--- src/rtl/tournament_update_scheduler_if.sv ---
// Handshake bundle between fetch/retire, the tournament table port and the update scheduler.
// The slave modport is the scheduler's view; master is the surrounding pipeline/table.
interface tournament_update_scheduler_if #(
   parameter int FIFO_DEPTH = 4
);
   logic                          lookup_v;
   logic [31:0]                   lookup_pc;
   logic                          lookup_ready;
   logic                          upd_v;
   logic [31:0]                   upd_pc;
   logic                          upd_taken;
   logic                          upd_gcorrect;
   logic                          upd_lcorrect;
   logic                          upd_ready;
   logic                          tbl_en;
   logic                          tbl_we;
   logic [31:0]                   tbl_pc;
   logic                          tbl_taken;
   logic                          tbl_gcorrect;
   logic                          tbl_lcorrect;
   logic                          tbl_rd_taken;
   logic                          pred_v;
   logic                          pred_taken;
   logic [$clog2(FIFO_DEPTH):0]   q_count;

   modport slave (
      input  lookup_v, lookup_pc, upd_v, upd_pc, upd_taken, upd_gcorrect, upd_lcorrect,
             tbl_rd_taken,
      output lookup_ready, upd_ready, tbl_en, tbl_we, tbl_pc, tbl_taken, tbl_gcorrect,
             tbl_lcorrect, pred_v, pred_taken, q_count
   );

   modport master (
      output lookup_v, lookup_pc, upd_v, upd_pc, upd_taken, upd_gcorrect, upd_lcorrect,
             tbl_rd_taken,
      input  lookup_ready, upd_ready, tbl_en, tbl_we, tbl_pc, tbl_taken, tbl_gcorrect,
             tbl_lcorrect, pred_v, pred_taken, q_count
   );
endinterface

--- src/rtl/tournament_update_scheduler.sv ---
// Shares the single tournament-table port between fetch lookups and queued retire updates,
// with lookup priority bounded by a starvation counter and a full-queue override.
module tournament_update_scheduler #(
   parameter int FIFO_DEPTH   = 4,
   parameter int STARVE_LIMIT = 8
) (
   input  logic                         clock,
   input  logic                         reset,
   tournament_update_scheduler_if.slave bus
);
   localparam int PW = $clog2(FIFO_DEPTH);
   localparam int CW = PW + 1;
   localparam int SW = $clog2(STARVE_LIMIT);
   localparam logic [SW-1:0] STARVE_MAX = SW'(STARVE_LIMIT - 1);
   localparam logic [CW-1:0] FULL_COUNT = CW'(FIFO_DEPTH);

   logic [31:0]           fifo_pc [FIFO_DEPTH];
   logic [FIFO_DEPTH-1:0] fifo_taken;
   logic [FIFO_DEPTH-1:0] fifo_gc;
   logic [FIFO_DEPTH-1:0] fifo_lc;
   logic [PW-1:0]         wr_ptr;
   logic [PW-1:0]         rd_ptr;
   logic [CW-1:0]         q_count;
   logic [SW-1:0]         starve_cnt;

   logic                  tbl_en_r;
   logic                  tbl_we_r;
   logic [31:0]           tbl_pc_r;
   logic                  tbl_taken_r;
   logic                  tbl_gc_r;
   logic                  tbl_lc_r;
   logic                  pred_v_r;

   logic                  q_empty;
   logic                  q_full;
   logic                  grant_upd;
   logic                  grant_lkp;
   logic                  push;

   // Arbitration looks only at registered occupancy, so an update pushed this cycle
   // cannot reach the table before the next one.
   always_comb begin
      q_empty   = (q_count == '0);
      q_full    = (q_count == FULL_COUNT);
      grant_upd = !q_empty && (q_full || (starve_cnt == STARVE_MAX) || !bus.lookup_v);
      grant_lkp = bus.lookup_v && !grant_upd;
      push      = bus.upd_v && !q_full && !reset;
   end

   assign bus.lookup_ready = grant_lkp && !reset;
   assign bus.upd_ready    = !q_full && !reset;
   assign bus.q_count      = q_count;

   always_ff @(posedge clock or posedge reset) begin
      if (reset) begin
         for (int i = 0; i < FIFO_DEPTH; i++) fifo_pc[i] <= '0;
         fifo_taken  <= '0;
         fifo_gc     <= '0;
         fifo_lc     <= '0;
         wr_ptr      <= '0;
         rd_ptr      <= '0;
         q_count     <= '0;
         starve_cnt  <= '0;
         tbl_en_r    <= 1'b0;
         tbl_we_r    <= 1'b0;
         tbl_pc_r    <= '0;
         tbl_taken_r <= 1'b0;
         tbl_gc_r    <= 1'b0;
         tbl_lc_r    <= 1'b0;
         pred_v_r    <= 1'b0;
      end else begin
         if (push) begin
            fifo_pc[wr_ptr]    <= bus.upd_pc;
            fifo_taken[wr_ptr] <= bus.upd_taken;
            fifo_gc[wr_ptr]    <= bus.upd_gcorrect;
            fifo_lc[wr_ptr]    <= bus.upd_lcorrect;
            wr_ptr             <= wr_ptr + PW'(1);
         end
         if (grant_upd) rd_ptr <= rd_ptr + PW'(1);

         case ({push, grant_upd})
            2'b10:   q_count <= q_count + CW'(1);
            2'b01:   q_count <= q_count - CW'(1);
            default: q_count <= q_count;
         endcase

         if (grant_upd || q_empty)
            starve_cnt <= '0;
         else if (grant_lkp && (starve_cnt != STARVE_MAX))
            starve_cnt <= starve_cnt + SW'(1);

         tbl_en_r    <= grant_upd || grant_lkp;
         tbl_we_r    <= grant_upd;
         tbl_pc_r    <= grant_upd ? fifo_pc[rd_ptr] : (grant_lkp ? bus.lookup_pc : '0);
         tbl_taken_r <= grant_upd && fifo_taken[rd_ptr];
         tbl_gc_r    <= grant_upd && fifo_gc[rd_ptr];
         tbl_lc_r    <= grant_upd && fifo_lc[rd_ptr];

         // The table answers a read one cycle after it sees it.
         pred_v_r    <= tbl_en_r && !tbl_we_r;
      end
   end

   assign bus.tbl_en       = tbl_en_r;
   assign bus.tbl_we       = tbl_we_r;
   assign bus.tbl_pc       = tbl_pc_r;
   assign bus.tbl_taken    = tbl_taken_r;
   assign bus.tbl_gcorrect = tbl_gc_r;
   assign bus.tbl_lcorrect = tbl_lc_r;
   assign bus.pred_v       = pred_v_r;
   assign bus.pred_taken   = pred_v_r && bus.tbl_rd_taken;
endmodule

--- src/flat_wrapper.sv ---
// flat-port wrapper written by rule: the top's interface ports become plain ports
module tournament_update_scheduler_flat 
#(
   parameter int FIFO_DEPTH   = 4,
   parameter int STARVE_LIMIT = 8
)
  (clock, reset, bus_lookup_v, bus_lookup_pc, bus_upd_v, bus_upd_pc, bus_upd_taken, bus_upd_gcorrect, bus_upd_lcorrect, bus_tbl_rd_taken, bus_lookup_ready, bus_upd_ready, bus_tbl_en, bus_tbl_we, bus_tbl_pc, bus_tbl_taken, bus_tbl_gcorrect, bus_tbl_lcorrect, bus_pred_v, bus_pred_taken, bus_q_count);
  tournament_update_scheduler_if #(.FIFO_DEPTH(FIFO_DEPTH)) bus_i ();
  input  logic clock;
  input  logic reset;
  input wire logic [$bits(bus_i.lookup_v)-1:0] bus_lookup_v;
  input wire logic [$bits(bus_i.lookup_pc)-1:0] bus_lookup_pc;
  input wire logic [$bits(bus_i.upd_v)-1:0] bus_upd_v;
  input wire logic [$bits(bus_i.upd_pc)-1:0] bus_upd_pc;
  input wire logic [$bits(bus_i.upd_taken)-1:0] bus_upd_taken;
  input wire logic [$bits(bus_i.upd_gcorrect)-1:0] bus_upd_gcorrect;
  input wire logic [$bits(bus_i.upd_lcorrect)-1:0] bus_upd_lcorrect;
  input wire logic [$bits(bus_i.tbl_rd_taken)-1:0] bus_tbl_rd_taken;
  output wire logic [$bits(bus_i.lookup_ready)-1:0] bus_lookup_ready;
  output wire logic [$bits(bus_i.upd_ready)-1:0] bus_upd_ready;
  output wire logic [$bits(bus_i.tbl_en)-1:0] bus_tbl_en;
  output wire logic [$bits(bus_i.tbl_we)-1:0] bus_tbl_we;
  output wire logic [$bits(bus_i.tbl_pc)-1:0] bus_tbl_pc;
  output wire logic [$bits(bus_i.tbl_taken)-1:0] bus_tbl_taken;
  output wire logic [$bits(bus_i.tbl_gcorrect)-1:0] bus_tbl_gcorrect;
  output wire logic [$bits(bus_i.tbl_lcorrect)-1:0] bus_tbl_lcorrect;
  output wire logic [$bits(bus_i.pred_v)-1:0] bus_pred_v;
  output wire logic [$bits(bus_i.pred_taken)-1:0] bus_pred_taken;
  output wire logic [$bits(bus_i.q_count)-1:0] bus_q_count;
  assign bus_i.lookup_v = bus_lookup_v;
  assign bus_i.lookup_pc = bus_lookup_pc;
  assign bus_i.upd_v = bus_upd_v;
  assign bus_i.upd_pc = bus_upd_pc;
  assign bus_i.upd_taken = bus_upd_taken;
  assign bus_i.upd_gcorrect = bus_upd_gcorrect;
  assign bus_i.upd_lcorrect = bus_upd_lcorrect;
  assign bus_i.tbl_rd_taken = bus_tbl_rd_taken;
  assign bus_lookup_ready = bus_i.lookup_ready;
  assign bus_upd_ready = bus_i.upd_ready;
  assign bus_tbl_en = bus_i.tbl_en;
  assign bus_tbl_we = bus_i.tbl_we;
  assign bus_tbl_pc = bus_i.tbl_pc;
  assign bus_tbl_taken = bus_i.tbl_taken;
  assign bus_tbl_gcorrect = bus_i.tbl_gcorrect;
  assign bus_tbl_lcorrect = bus_i.tbl_lcorrect;
  assign bus_pred_v = bus_i.pred_v;
  assign bus_pred_taken = bus_i.pred_taken;
  assign bus_q_count = bus_i.q_count;
  tournament_update_scheduler #(.FIFO_DEPTH(FIFO_DEPTH), .STARVE_LIMIT(STARVE_LIMIT)) u_core (.clock(clock), .reset(reset), .bus(bus_i));
endmodule
--- config.mk ---
export PLATFORM = sky130hd
export DESIGN_NAME = tournament_update_scheduler_flat
export DESIGN_NICKNAME = d
export VERILOG_FILES = /design/src/rtl/tournament_update_scheduler_if.sv /design/src/rtl/tournament_update_scheduler.sv /design/src/flat_wrapper.sv
export SDC_FILE = /design/constraint.sdc
export NUM_CORES = 1
export LEC_CHECK = 0
export BUFFER_PORTS_ARGS = -buffer_cell sky130_fd_sc_hd__buf_4
export CAP_MARGIN = 20
export CORE_MARGIN = 5
export CORE_UTILIZATION = 52
export DETAILED_ROUTE_END_ITERATION = 6
export PLACE_DENSITY_LB_ADDON = 0.05
export SKIP_LAST_GASP = 1
export SLEW_MARGIN = 20
export SYNTH_ARGS = -nofsm -noshare
export SYNTH_HDL_FRONTEND = slang
export SYNTH_SLANG_ARGS = --single-unit
--- constraint.sdc ---
create_clock -name clock -period 5.6 [get_ports clock]
set_clock_uncertainty 0.15 [all_clocks]
set_input_delay 0.56 -clock clock [delete_from_list [all_inputs] [get_ports clock]]
set_output_delay 0.56 -clock clock [all_outputs]
set_load 0.02 [all_outputs]
Word level (Yosys, flattened, before mapping) --
Index checks and enable logic that the tools add are counted.
Storage, ports and cells: register bits after elaboration 188, bits in latches 0, RAM bits 0, bits in read-only memories 0, output and inout bits 44, logic and storage cells 85, memories kept 0
Cells by class: add/subtract/negate cells 5, multiply operators 0, div/mod/pow operators 0, order comparisons 6, eq/ne operators 5, shifts and indexed selects 0, muxes and demuxes 22, bitwise logic cells 2, reductions and logical operators 27
Operator list (number):
- $mux 32 | 5
- $bwmux 128 | 1
- $bmux 32 s2 | 1
- $demux 32 s2 | 1
- $logic_and 1x1->1 | 14
- $bwmux 4 | 3
- $add 3x1->3 const B | 2
- $bmux 1 s2 | 3
- $eq 3x3->1 const B | 2
- $ge 3x3->1 const B | 2
- $logic_not 1->1 | 6
- $lt 2x3->1 const B | 2
- $mux 3 | 2
- $not 2->3 | 2
- $pmux 3 s2 | 1
- $add 2x1->2 const B | 2
- $logic_or 1x1->1 | 4
- $mux 1 | 4
- $reduce_bool 2->1 | 2
- $logic_not 3->1 | 1
- $lt 3x1->1 const B | 1
- $ne 3x3->1 const B | 1
- $sub 3x1->3 const B | 1
- $demux 1 s2 | 1
- other kinds (3) | 3

Longest topological paths before layout --
Gate-level depths: netlist of the first run.
word-level depth 9, mapped depth 12, mapped depth without buffers 9

Worst setup path before layout of the first run --
OpenSTA, ideal clock, no wires.
path type in2reg, from input reset, to register u_core.fifo_pc[32] (netlist name), setup time 0.125 ns, arrival time 5.872 ns, slack -0.547 ns, stages on the path 5, path buffers 2, cell sequence inv_1 -> and4_4 -> buf_6 -> buf_12 -> mux2_4
On the way: longest elaborated chain between the ends 2
Ends and longest elaborated chain:
- start, declared | RTL line flat_wrapper.sv:10 | input logic reset;
- $logic_not 1->1 | RTL line tournament_update_scheduler.sv:47 | push = bus.upd_v && !q_full && !reset;
- $logic_and 1x1->1 | RTL line tournament_update_scheduler.sv:47
- end signal, assigned by index | RTL line tournament_update_scheduler.sv:73 | fifo_pc[wr_ptr] <= bus.upd_pc;
- end, declared | RTL line tournament_update_scheduler.sv:17 | logic [31:0] fifo_pc [FIFO_DEPTH];
No other way between the ends. A chain may end at the register's enable or synchronous reset.

Final worst setup path of the first run --
from register u_core.starve_cnt[0], to output bus_lookup_ready
On the way: longest elaborated chain between the ends 7
Ends and longest elaborated chain:
- start, declared | RTL line tournament_update_scheduler.sv:24 | logic [SW-1:0] starve_cnt;
- start signal, assigned | RTL line tournament_update_scheduler.sv:90 | starve_cnt <= starve_cnt + SW'(1);
- $eq 3x3->1 | RTL line tournament_update_scheduler.sv:45 | grant_upd = !q_empty && (q_full || (starve_cnt == STARVE_MAX) || !bus.lookup_v);
- $logic_or 1x1->1 (2 in series) | RTL line tournament_update_scheduler.sv:45
- $logic_and 1x1->1 | RTL line tournament_update_scheduler.sv:45
- $logic_not 1->1 | RTL line tournament_update_scheduler.sv:46 | grant_lkp = bus.lookup_v && !grant_upd;
- $logic_and 1x1->1 | RTL line tournament_update_scheduler.sv:46
- $logic_and 1x1->1 | RTL line tournament_update_scheduler.sv:50 | assign bus.lookup_ready = grant_lkp && !reset;
- end, declared | RTL line flat_wrapper.sv:19 | output wire logic [$bits(bus_i.lookup_ready)-1:0] bus_lookup_ready;
No other way between the ends.

==> qor.yml, run 1 <==
r2r_slack_ps: 2170
met3WireLength_mm: 1.04
hpwl_mm: 11.2
synth-seq-area-share: 0.566
cts_tree: "built"
setup_viol: 0
crit_chain: "ha_1 -> ha_1 -> nand2b_2 -> o21a_1 -> nor3b_1 -> buf_4"
cts_max_level: 4
cp_top_family: "simple AND/OR/NAND/NOR gates"
critPathMaxStageDelay_ps: 670
coreArea_um2: 15800
drt_iter0_markers: 238
cp_common_cell: "ha_1"
rsz0062_at_grt: "false"
min_path_type: "in2async"
yosysTopAreaCellShare: 0.566
area_delta_synth_final_pct: 19.1
max_cap_viol_count: 0
postSynth.asyncResetShare: 1.00
max_freq_ghz: 0.275
avgSynthCellArea_um2: 15.2
endpoint_kind: "output pin"
start_kind: "flop"
power_density_nw_per_um2: 595
path_buf_inv: 1
grt_pass1_wl_mm: 29.1
path_max_fanout: 37
worst_slew_pin_slew_ps: 1050
synth_enable_flop_cells: 0
rr_endpoint: "u_core.bus.q_count[2]"
totalWireLength_mm: 18.2
antenna_found_initial: 0
route.met2.wl_mm: 8.86
critical_path_class: "reg2out"
antennaDiodeCount: 0
cts.reportedPaths.clkPinSlew_ps: 70
slew_viol_final: 0
crit_required_ps: 4890
wl_per_cell_um: 20.8
synth_commonest_cells: "dfrtp_1 (188), mux2_2 (111), mux4_2 (35)"
die-area_um2: 18600
clkSinkCount: 188
worstPathArrival_ps: 2930
vias_per_cell: 5.65
synth.ff_latch_count: 188
nets: 729
hold_viol: 0
dp_cells: 845
syn-num-nets: 628
die-width_um: 136
p_leak_nw: 4.42
layout_min_cycle_time_ps: 3640
rr_startpoint: "u_core.starve_cnt[0]"
ys.flop_type: "dfrtp_1"
hold_buffers: 0
io_pins: 116
synth_area_leader_cell: "dfrtp_1"
remaining_drc_errors: 0
cts_buffers: 17
port_buffers: 115
grt_pass1_vias: 5392
n_fill_cell: 1232
yosysWarningCount: 0
status: "completed"
vias: 4951
min_period_over_period: 0.649
grt-ovfl-total: 0
cts_buffer_depth: 2
cpMaxStageDelayCell: "o21a_1"
yosysMostFrequentCell: "dfrtp_1"
start_util: 0.527
drive_gt1_frac: 0.516
gp_congestion: 0.716
rows: 46
clock_latency_ps: 430
netlist_area_um2: 8320
cts_setup_buffers: 0
cts-resized-gates: 0
ir_worst_vdd_uv: 344
holdWs_ps: 33.5
grt_usage: 0.205
synth_cell_types: 30
die_h_um: 136
firstDrtPassIters: 4
instances_no_fill: 877
r2r_cells: 9
max-slew-margin-rel: 0.301
final_antenna_net_count: 0
cts-root-buf: "clkbuf_16"
tns_ps: 0
synth.area.top_cells: "dfrtp_1 (57%), mux2_2 (15%), mux4_2 (9.5%), mux2_4 (5.4%), o211ai_1 (3.0%)"
maxUsedRoutingLayer: "met4"
grt_max_degree: 91
m1WireLength_mm: 8.12
synth_cells: 548
==> layout make-up <==
class | instances | area, um^2 | share of cell area
flip-flops and latches | 188 | 4710 | 0.475
multi-input cells | 313 | 3360 | 0.339
repair buffers | 125 | 955 | 0.0964
clock buffers | 19 | 453 | 0.0457
well taps | 216 | 270 | 0.0273
clock inverters | 12 | 144 | 0.0145
inverters | 4 | 18.8 | 0.00189
==> power breakdown <==
group | leakage [nW] | switching, mW | internal (mW)
registers | 2.29 | 0.392 | 2.03
logic | 1.84 | 0.968 | 1.28
clock network | 0.295 | 0.503 | 0.720
==> worst max path at each step <==
| stage | start | endpoint | slack (ps) | depth (start not counted) |
|---|---|---|---|---|
| finish | u_core.starve_cnt[0] | bus_lookup_ready | 1960 | 6 |
| CTS | u_core.starve_cnt[0] | bus_lookup_ready | 1960 | 6 |
| global route | u_core.starve_cnt[0] | bus_lookup_ready | 1770 | 6 |
| global placement | bus_lookup_v | u_core.bus.q_count[2] | 2160 | 8 |
| detailed placement | bus_lookup_v | u_core.bus.q_count[2] | 2010 | 8 |
| floorplan | reset | u_core.fifo_pc[32] | 790 | 5 |
==> cell families after synthesis <==
group,after synthesis,share of synthesized area
flip-flops,188,0.566
multiplexers,176,0.299
AO/OA/AOI/OAI,68,0.0512
AND/OR/NAND/NOR,55,0.0330
buffers and inverters,47,0.0316
adder cells (fa/ha/maj),8,0.0129
XOR/XNOR,6,0.00632
==> through the flow <==
step                 util  instance area [um^2]  total power, mW  setup slack, ps
floorplan               -                  8320             4.02              786
finish              0.628                  9910             5.89             1960
CTS                 0.627                  9880             5.94             1960
detailed placement  0.589                  9290             4.71             2010
global route        0.628                  9910             6.22             1770
global placement    0.589                  9290             4.61             2160
==> flip-flops by register name (all words and copies together) (netlist names) <==
name,cells
u_core.fifo_taken,4
u_core.fifo_pc,128
u_core.bus.pred_v,1
u_core.bus.q_count,3
u_core.bus.tbl_pc,32
u_core.fifo_gc,4
u_core.bus.tbl_lcorrect,1
u_core.rd_ptr,2
u_core.starve_cnt,3
u_core.bus.tbl_gcorrect,1
u_core.bus.tbl_taken,1
u_core.wr_ptr,2
u_core.bus.tbl_en,1
u_core.fifo_lc,4
u_core.bus.tbl_we,1
==> cells in the final DEF (no fill, tap or decap), types with 4 or more instances in the layout <==
cell and count:
dfrtp_1 186, buf_4 123, mux2_2 111, mux4_2 35, nand2_1 33, o211ai_1 33, o21ai_0 33, mux2_4 30
clkbuf_16 17, ha_1 7, clkinv_2 6, and2_1 5, xnor2_1 4
==> routing by layer <==
layer	up-vias	global-route usage
met4	0	0.0454
met3	20	0.0544
li1	2205	-
met5	-	0
met1	2588	0.279
met2	138	0.333
==> worst reg2reg max path: stages (launching register included) <==
cell      delay, ps
dfrtp_1         380
ha_1            200
ha_1            160
nand2b_2        600
o21a_1          680
ha_1            380
fa_1            390
xnor2_1         130
nor2_1          130
xor2_1          160
Note: power is estimated with default switching activity, not from simulation.
==> run 2, diff against run 1 <==
--- a/config.mk
+++ b/config.mk
@@ -8,7 +8,7 @@
 export BUFFER_PORTS_ARGS = -buffer_cell sky130_fd_sc_hd__buf_4
 export CAP_MARGIN = 20
 export CORE_MARGIN = 5
-export CORE_UTILIZATION = 52
+export CORE_UTILIZATION = 57
 export DETAILED_ROUTE_END_ITERATION = 6
 export PLACE_DENSITY_LB_ADDON = 0.05
 export SKIP_LAST_GASP = 1
==> constraint.sdc (replaced) <==
create_clock -name clock -period 3.7 [get_ports clock]
set_clock_uncertainty 0.15 [all_clocks]
set_input_delay 0.37 -clock clock [delete_from_list [all_inputs] [get_ports clock]]
set_output_delay 0.37 -clock clock [all_outputs]
set_load 0.02 [all_outputs]
==> run 2 against run 1 <==
  * Final area is 0.15% lower
  * Final cell count is 3.1% lower
  * Sequential power is 51% higher
  * Flip-flop and latch count stayed put
  * Critical path depth stayed put
  * Hold slack better by 2.4 ps
  * Critical path type unchanged
  * Largest cell class unchanged
==> qor.yml, run 2 (same netlist as run 1, synthesis figures left out) <==
cts_buffer_depth: 2  # unchanged
power_mw: 8.94  # +52%
post-place-ws_ps: 792  # -1220 ps
grt-ovfl-total: 0  # unchanged
worst_slew_pin_slew_ps: 981  # -64.8 ps
rows: 44  # -4.3%
area_delta_synth_final_pct: 18.9
mostFrequentLayoutCells: "dfrtp_1 (186), buf_4 (128), mux2_2 (111)"
io_pins: 116  # unchanged
cts_max_level: 4  # unchanged
largest_reg_flops: 128  # unchanged
power_density_nw_per_um2: 904  # +52%
min_path_type: "in2reg"
grt_usage: 0.228  # +0.0234
coreArea_um2: 14400  # -8.5%
r2r_slack_ps: 770  # -1400 ps
hold_buffers: 0  # unchanged
layout_min_cycle_time_ps: 2940
clkSinkCount: 188  # unchanged
crit_required_ps: 3180  # -1710 ps
path_max_fanout: 39  # +5.4%
firstDrtPassIters: 6  # +2
start_kind: "flop"
vias: 4981  # +0.61%
cpMaxStageDelayCell: "dfrtp_1"
gp_congestion: 0.813  # +14%
rsz0062_at_grt: "false"
antenna_found_initial: 0  # unchanged
die-width_um: 131  # -4.2%
largest-register: "u_core.fifo_pc"
crit_chain: "or3_1 -> buf_4 -> o21a_1 -> buf_4 -> nor3b_1 -> buf_4"
max-slew-margin-rel: 0.346  # +0.0449
vias_per_cell: 5.86  # +3.8%
status: "completed"
drt_iter0_markers: 314  # +32%
cts_buffers: 17  # unchanged
die-area_um2: 17100  # -8.1%
layout_setup_ws_ps: 756  # -1210 ps
critical_path_class: "reg2out"
final_common_cell: "dfrtp_1"
totalWireLength_mm: 18.1  # -0.43%
max_freq_ghz: 0.340
cts-root-buf: "clkbuf_16"
hpwl_mm: 11.3  # +1.3%
setup_viol: 0  # unchanged
start_util: 0.577  # +0.0492
finalInstanceArea_um2: 9890  # -0.15%
drive_gt1_frac: 0.517  # +0.000631
final_antenna_net_count: 0  # unchanged
grt_pass1_vias: 5439  # +0.87%
cts.reportedPaths.clkPinSlew_ps: 70  # about the same
grt_pass1_wl_mm: 29.2  # +0.28%
holdWs_ps: 35.9  # +2.39 ps
p_leak_nw: 4.42  # +0.16%
cts-resized-gates: 0  # unchanged
place_area_um2: 9300  # +0.11%
slew_viol_final: 0  # unchanged
cp_common_cell: "buf_4"
clock_latency_ps: 430  # about the same
dp_cells: 818  # -3.2%
grt_max_degree: 189  # +110%
wl_per_cell_um: 21.4  # +2.7%
hold_viol: 0  # unchanged
endpoint_kind: "output pin"
worstPathArrival_ps: 2420  # -510 ps
ir_worst_vdd_uv: 566  # +65%
cts_setup_buffers: 0  # unchanged
min_period_over_period: 0.796
cp_top_family: "buffers and inverters"
instances_no_fill: 850  # -3.1%
n_fill_cell: 1011  # -18%
port_buffers: 115  # unchanged
path_buf_inv: 3  # +2
remaining_drc_errors: 0  # unchanged
nets: 733  # +0.55%
max_cap_viol_count: 0  # unchanged
cts_tree: "built"
critPathMaxStageDelay_ps: 490  # -180 ps
die_h_um: 131  # -4.2%
antennaDiodeCount: 0  # unchanged
## run 2: cell types whose count changed in the layout (fill, tap and decap cells not counted)
cell / previous run / this run
clkbuf_1: 0 / 2
inv_6: 1 / 4
clkinvlp_4: 3 / 4
buf_4: 123 / 128
clkbuf_8: 2 / 0
buf_6: 1 / 0
clkinv_2: 6 / 3
## run 2: path summary, 6_finish.rpt
kind                                       startpoint               endpoint  depth (start not counted)
worst min-delay path                bus_lookup_pc[23]  u_core.bus.tbl_pc[23]                          3
max in group asynchronous                       reset       u_core.rd_ptr[1]                          3
worst max-delay path            u_core.bus.q_count[0]       bus_lookup_ready                          6
min in group asynchronous                       reset  u_core.bus.q_count[2]                          3
worst max register to register  u_core.bus.q_count[0]  u_core.bus.q_count[2]                          9
worst min register to register      u_core.bus.tbl_we      u_core.bus.pred_v                          1
## run 2: power breakdown
| part | internal, mW | switching (mW) | total [mW] | leakage, nW |
|---|---|---|---|---|
| logic | 1.96 | 1.47 | 3.43 | 1.85 |
| registers | 3.07 | 0.589 | 3.66 | 2.29 |
| clock network | 1.07 | 0.790 | 1.86 | 0.285 |
## run 2: per-layer routing
| layer | track usage | routed length (um) | share of wire | vias up |
|---|---|---|---|---|
| met5 | 0 | 0 | 0 | - |
| met4 | 0.0726 | 249 | 0.014 | 0 |
| met3 | 0.0630 | 1150 | 0.064 | 24 |
| met2 | 0.372 | 8880 | 0.49 | 159 |
| met1 | 0.301 | 7860 | 0.43 | 2586 |
| li1 | - | - | - | 2212 |
## run 2: worst register-to-register path: stages (launching register included)
cell     delay (ps)
dfrtp_1         490
or3_1           380
buf_4           280
o21a_1          160
buf_4           260
ha_1            300
fa_1            410
xnor2_1         140
nor2_1          130
xor2_1          160
## run 2: area by class of cell
class,count,area [um^2],share of cell area
well taps,184,230,0.0233
flip-flops and latches,188,4710,0.476
clock inverters,13,163,0.0164
inverters,4,18.8,0.00190
multi-input cells,313,3360,0.340
clock buffers,19,433,0.0438
repair buffers,129,981,0.0992
## run 2: metrics by stage
| step | util | TNS, ps |
|---|---|---|
| 2_1_floorplan | - | -26090 |
| 3_3_place_gp | 0.644 | 0 |
| 3_5_place_dp | 0.644 | 0 |
| 4_1_cts | 0.686 | 0 |
| 5_1_grt | 0.686 | 0 |
| 6_report | 0.686 | 0 |
==> run 3, diff against run 2 <==
==> constraint.sdc (replaced) <==
create_clock -name clock -period 2.9 [get_ports clock]
set_clock_uncertainty 0.15 [all_clocks]
set_input_delay 0.29 -clock clock [delete_from_list [all_inputs] [get_ports clock]]
set_output_delay 0.29 -clock clock [all_outputs]
set_load 0.02 [all_outputs]
==> run 3 against run 2 <==
  * Critical path depth increased by 1
  * Hold slack got worse by 25 ps
  * Sequential share of layout area is 3.5 points lower
  * Critical path type unchanged
  * Highest routed layer unchanged
==> qor.yml, run 3 (same netlist as run 1, synthesis figures left out) <==
seqPwrFrac: 0.388  # -0.021
combPwrFrac: 0.392  # +0.009
antenna_found_initial: 0  # unchanged
cts_max_level: 4  # unchanged
grt_pass1_vias: 5695  # +4.7%
cts_buffer_depth: 2  # unchanged
critical_path_class: "reg2out"
port_buffers: 115  # unchanged
hold_viol: 0  # unchanged
hpwl_mm: 10.9  # -4.1%
drt_iter0_markers: 357  # +14%
io_pins: 116  # unchanged
critPathMaxStageDelay_ps: 390  # -100 ps
firstDrtPassIters: 4  # -2
cts-resized-gates: 0  # unchanged
tns_ps: 0  # unchanged
min_path_type: "in2async"
drive_gt1_frac: 0.472  # -0.0445
cts_tree: "built"
dp_cells: 818  # unchanged
crit_chain: "ha_1 -> ha_1 -> nand2b_2 -> o21a_1 -> buf_4 -> nor3b_1 -> buf_4"
mostFrequentLayoutCells: "dfrtp_1 (186), buf_4 (124), mux2_2 (111)"
remaining_drc_errors: 0  # unchanged
setup_viol: 0  # unchanged
max_freq_ghz: 0.375
crit_required_ps: 2460  # -720 ps
r2r_slack_ps: 440  # -330 ps
vias_per_cell: 5.69  # -2.9%
min_period_over_period: 0.920
rows: 44  # unchanged
max_cap_viol_count: 0  # unchanged
worstPathArrival_ps: 2230  # -190 ps
p_clk_frac: 0.219  # +0.011
max-slew-margin-rel: 0.328  # -0.0181
m1WireLength_mm: 8.09  # +2.8%
power_mw: 11.7  # +31%
grt_pass1_wl_mm: 30.4  # +3.9%
place_area_um2: 9350  # +0.54%
largest-register: "u_core.fifo_pc"
rsz0062_at_grt: "false"
cp_top_family: "buffers and inverters"
cts_buffers: 17  # unchanged
die-area_um2: 17100  # unchanged
wl_per_cell_um: 20.5  # -3.9%
met3WireLength_um: 979  # -15%
cts.reportedPaths.clkPinSlew_ps: 70  # about the same
totalWireLength_mm: 18.8  # +3.7%
grt_usage: 0.237  # +0.00842
p_leak_nw: 4.77  # +7.8%
coreArea_um2: 14400  # unchanged
worstSetupPathDepth: 7  # +1
start_kind: "flop"
clkSinkCount: 188  # unchanged
layout_min_cycle_time_ps: 2670
ir_worst_vdd_uv: 831  # +47%
start_util: 0.577  # unchanged
n_fill_cell: 950  # -6.0%
grt-ovfl-total: 0  # unchanged
die-width_um: 131  # unchanged
grt_max_degree: 189  # unchanged
final_common_cell: "dfrtp_1"
p_sw_mw: 3.64  # +28%
path_buf_inv: 2  # -1
maxUsedRoutingLayer: "met4"
area_delta_synth_final_pct: 28.4
startpoint: "u_core.starve_cnt[0]"
status: "completed"
endpoint_kind: "output pin"
antennaDiodeCount: 0  # unchanged
final_antenna_net_count: 0  # unchanged
power_density_nw_per_um2: 1100  # +22%
nets: 800  # +9.1%
post-place-ws_ps: 472  # -320 ps
worst_slew_pin_slew_ps: 1010  # +27.1 ps
instances_no_fill: 917  # +7.9%
die_h_um: 131  # unchanged
largest_reg_flops: 128  # unchanged
swShare: 0.310  # -0.00798
cts-root-buf: "clkbuf_16"
layout_setup_ws_ps: 233  # -523 ps
vias: 5217  # +4.7%
finalInstanceArea_um2: 10700  # +8.0%
rr_endpoint: "u_core.bus.q_count[1]"
gp_congestion: 0.787  # -3.2%
route.met2.wl_mm: 9.63  # +8.4%
rr_startpoint: "u_core.bus.q_count[0]"
clock_latency_ps: 430  # about the same
r2r_cells: 6  # -3
path_max_fanout: 38  # -2.6%
cpMaxStageDelayCell: "dfrtp_1"
internal_power_mw: 8.10  # +33%
slew_viol_final: 0  # unchanged
-- run 3: how the worst max path moves through the flow --
stage                                 end  slack [ps]
global placement    u_core.bus.q_count[1]         530
global route             bus_lookup_ready          90
floorplan              u_core.fifo_pc[32]       -1490
finish                   bus_lookup_ready         230
CTS                      bus_lookup_ready         190
detailed placement  u_core.bus.q_count[1]         470
-- run 3: timing repair --
item,4_1_cts,5_1_grt
hold buffers,67,0
endpoints found under the hold margin,172,0
setup buffers,0,0
-- run 3: final cells by class --
class                           count  area (um^2)  area share
Inverter                            4         18.8     0.00176
Timing Repair Buffer              196         1700       0.159
Multi-Input combinational cell    313         3360       0.314
Tap cell                          184          230      0.0216
Clock buffer                       19          453      0.0424
Sequential cell                   188         4710       0.441
Clock inverter                     13          211      0.0198
-- run 3: through the flow --
stage	hold WS (ps)	utilization
final	11.0	0.740
after CTS	102	0.740
after detailed placement	270	0.648
after global routing	134	0.740
after floorplan	269	-
after global placement	264	0.648
-- run 3: metal layers --
layer | up-vias | GRT usage
met5 | - | 0
met4 | 0 | 0.0490
met3 | 10 | 0.0577
met2 | 128 | 0.396
met1 | 2730 | 0.320
li1 | 2349 | -
-- run 3: power groups by stage --
stage	Clock, mW	Combinational (mW)	Sequential [mW]
floorplan	0	3.08	4.68
global placement	0	4.45	4.50
detailed placement	0	4.55	4.58
CTS	2.62	4.66	4.55
global route	2.75	5.00	4.69
finish	2.58	4.61	4.56
-- run 3: worst register-to-register path, delay by kind of cell, from the launching register on --
family / cells / cell delay, ps
flops: 1 / 490
simple gates: 2 / 740
buf+inv: 1 / 60
mux: 1 / 270
fa+ha+maj: 2 / 640
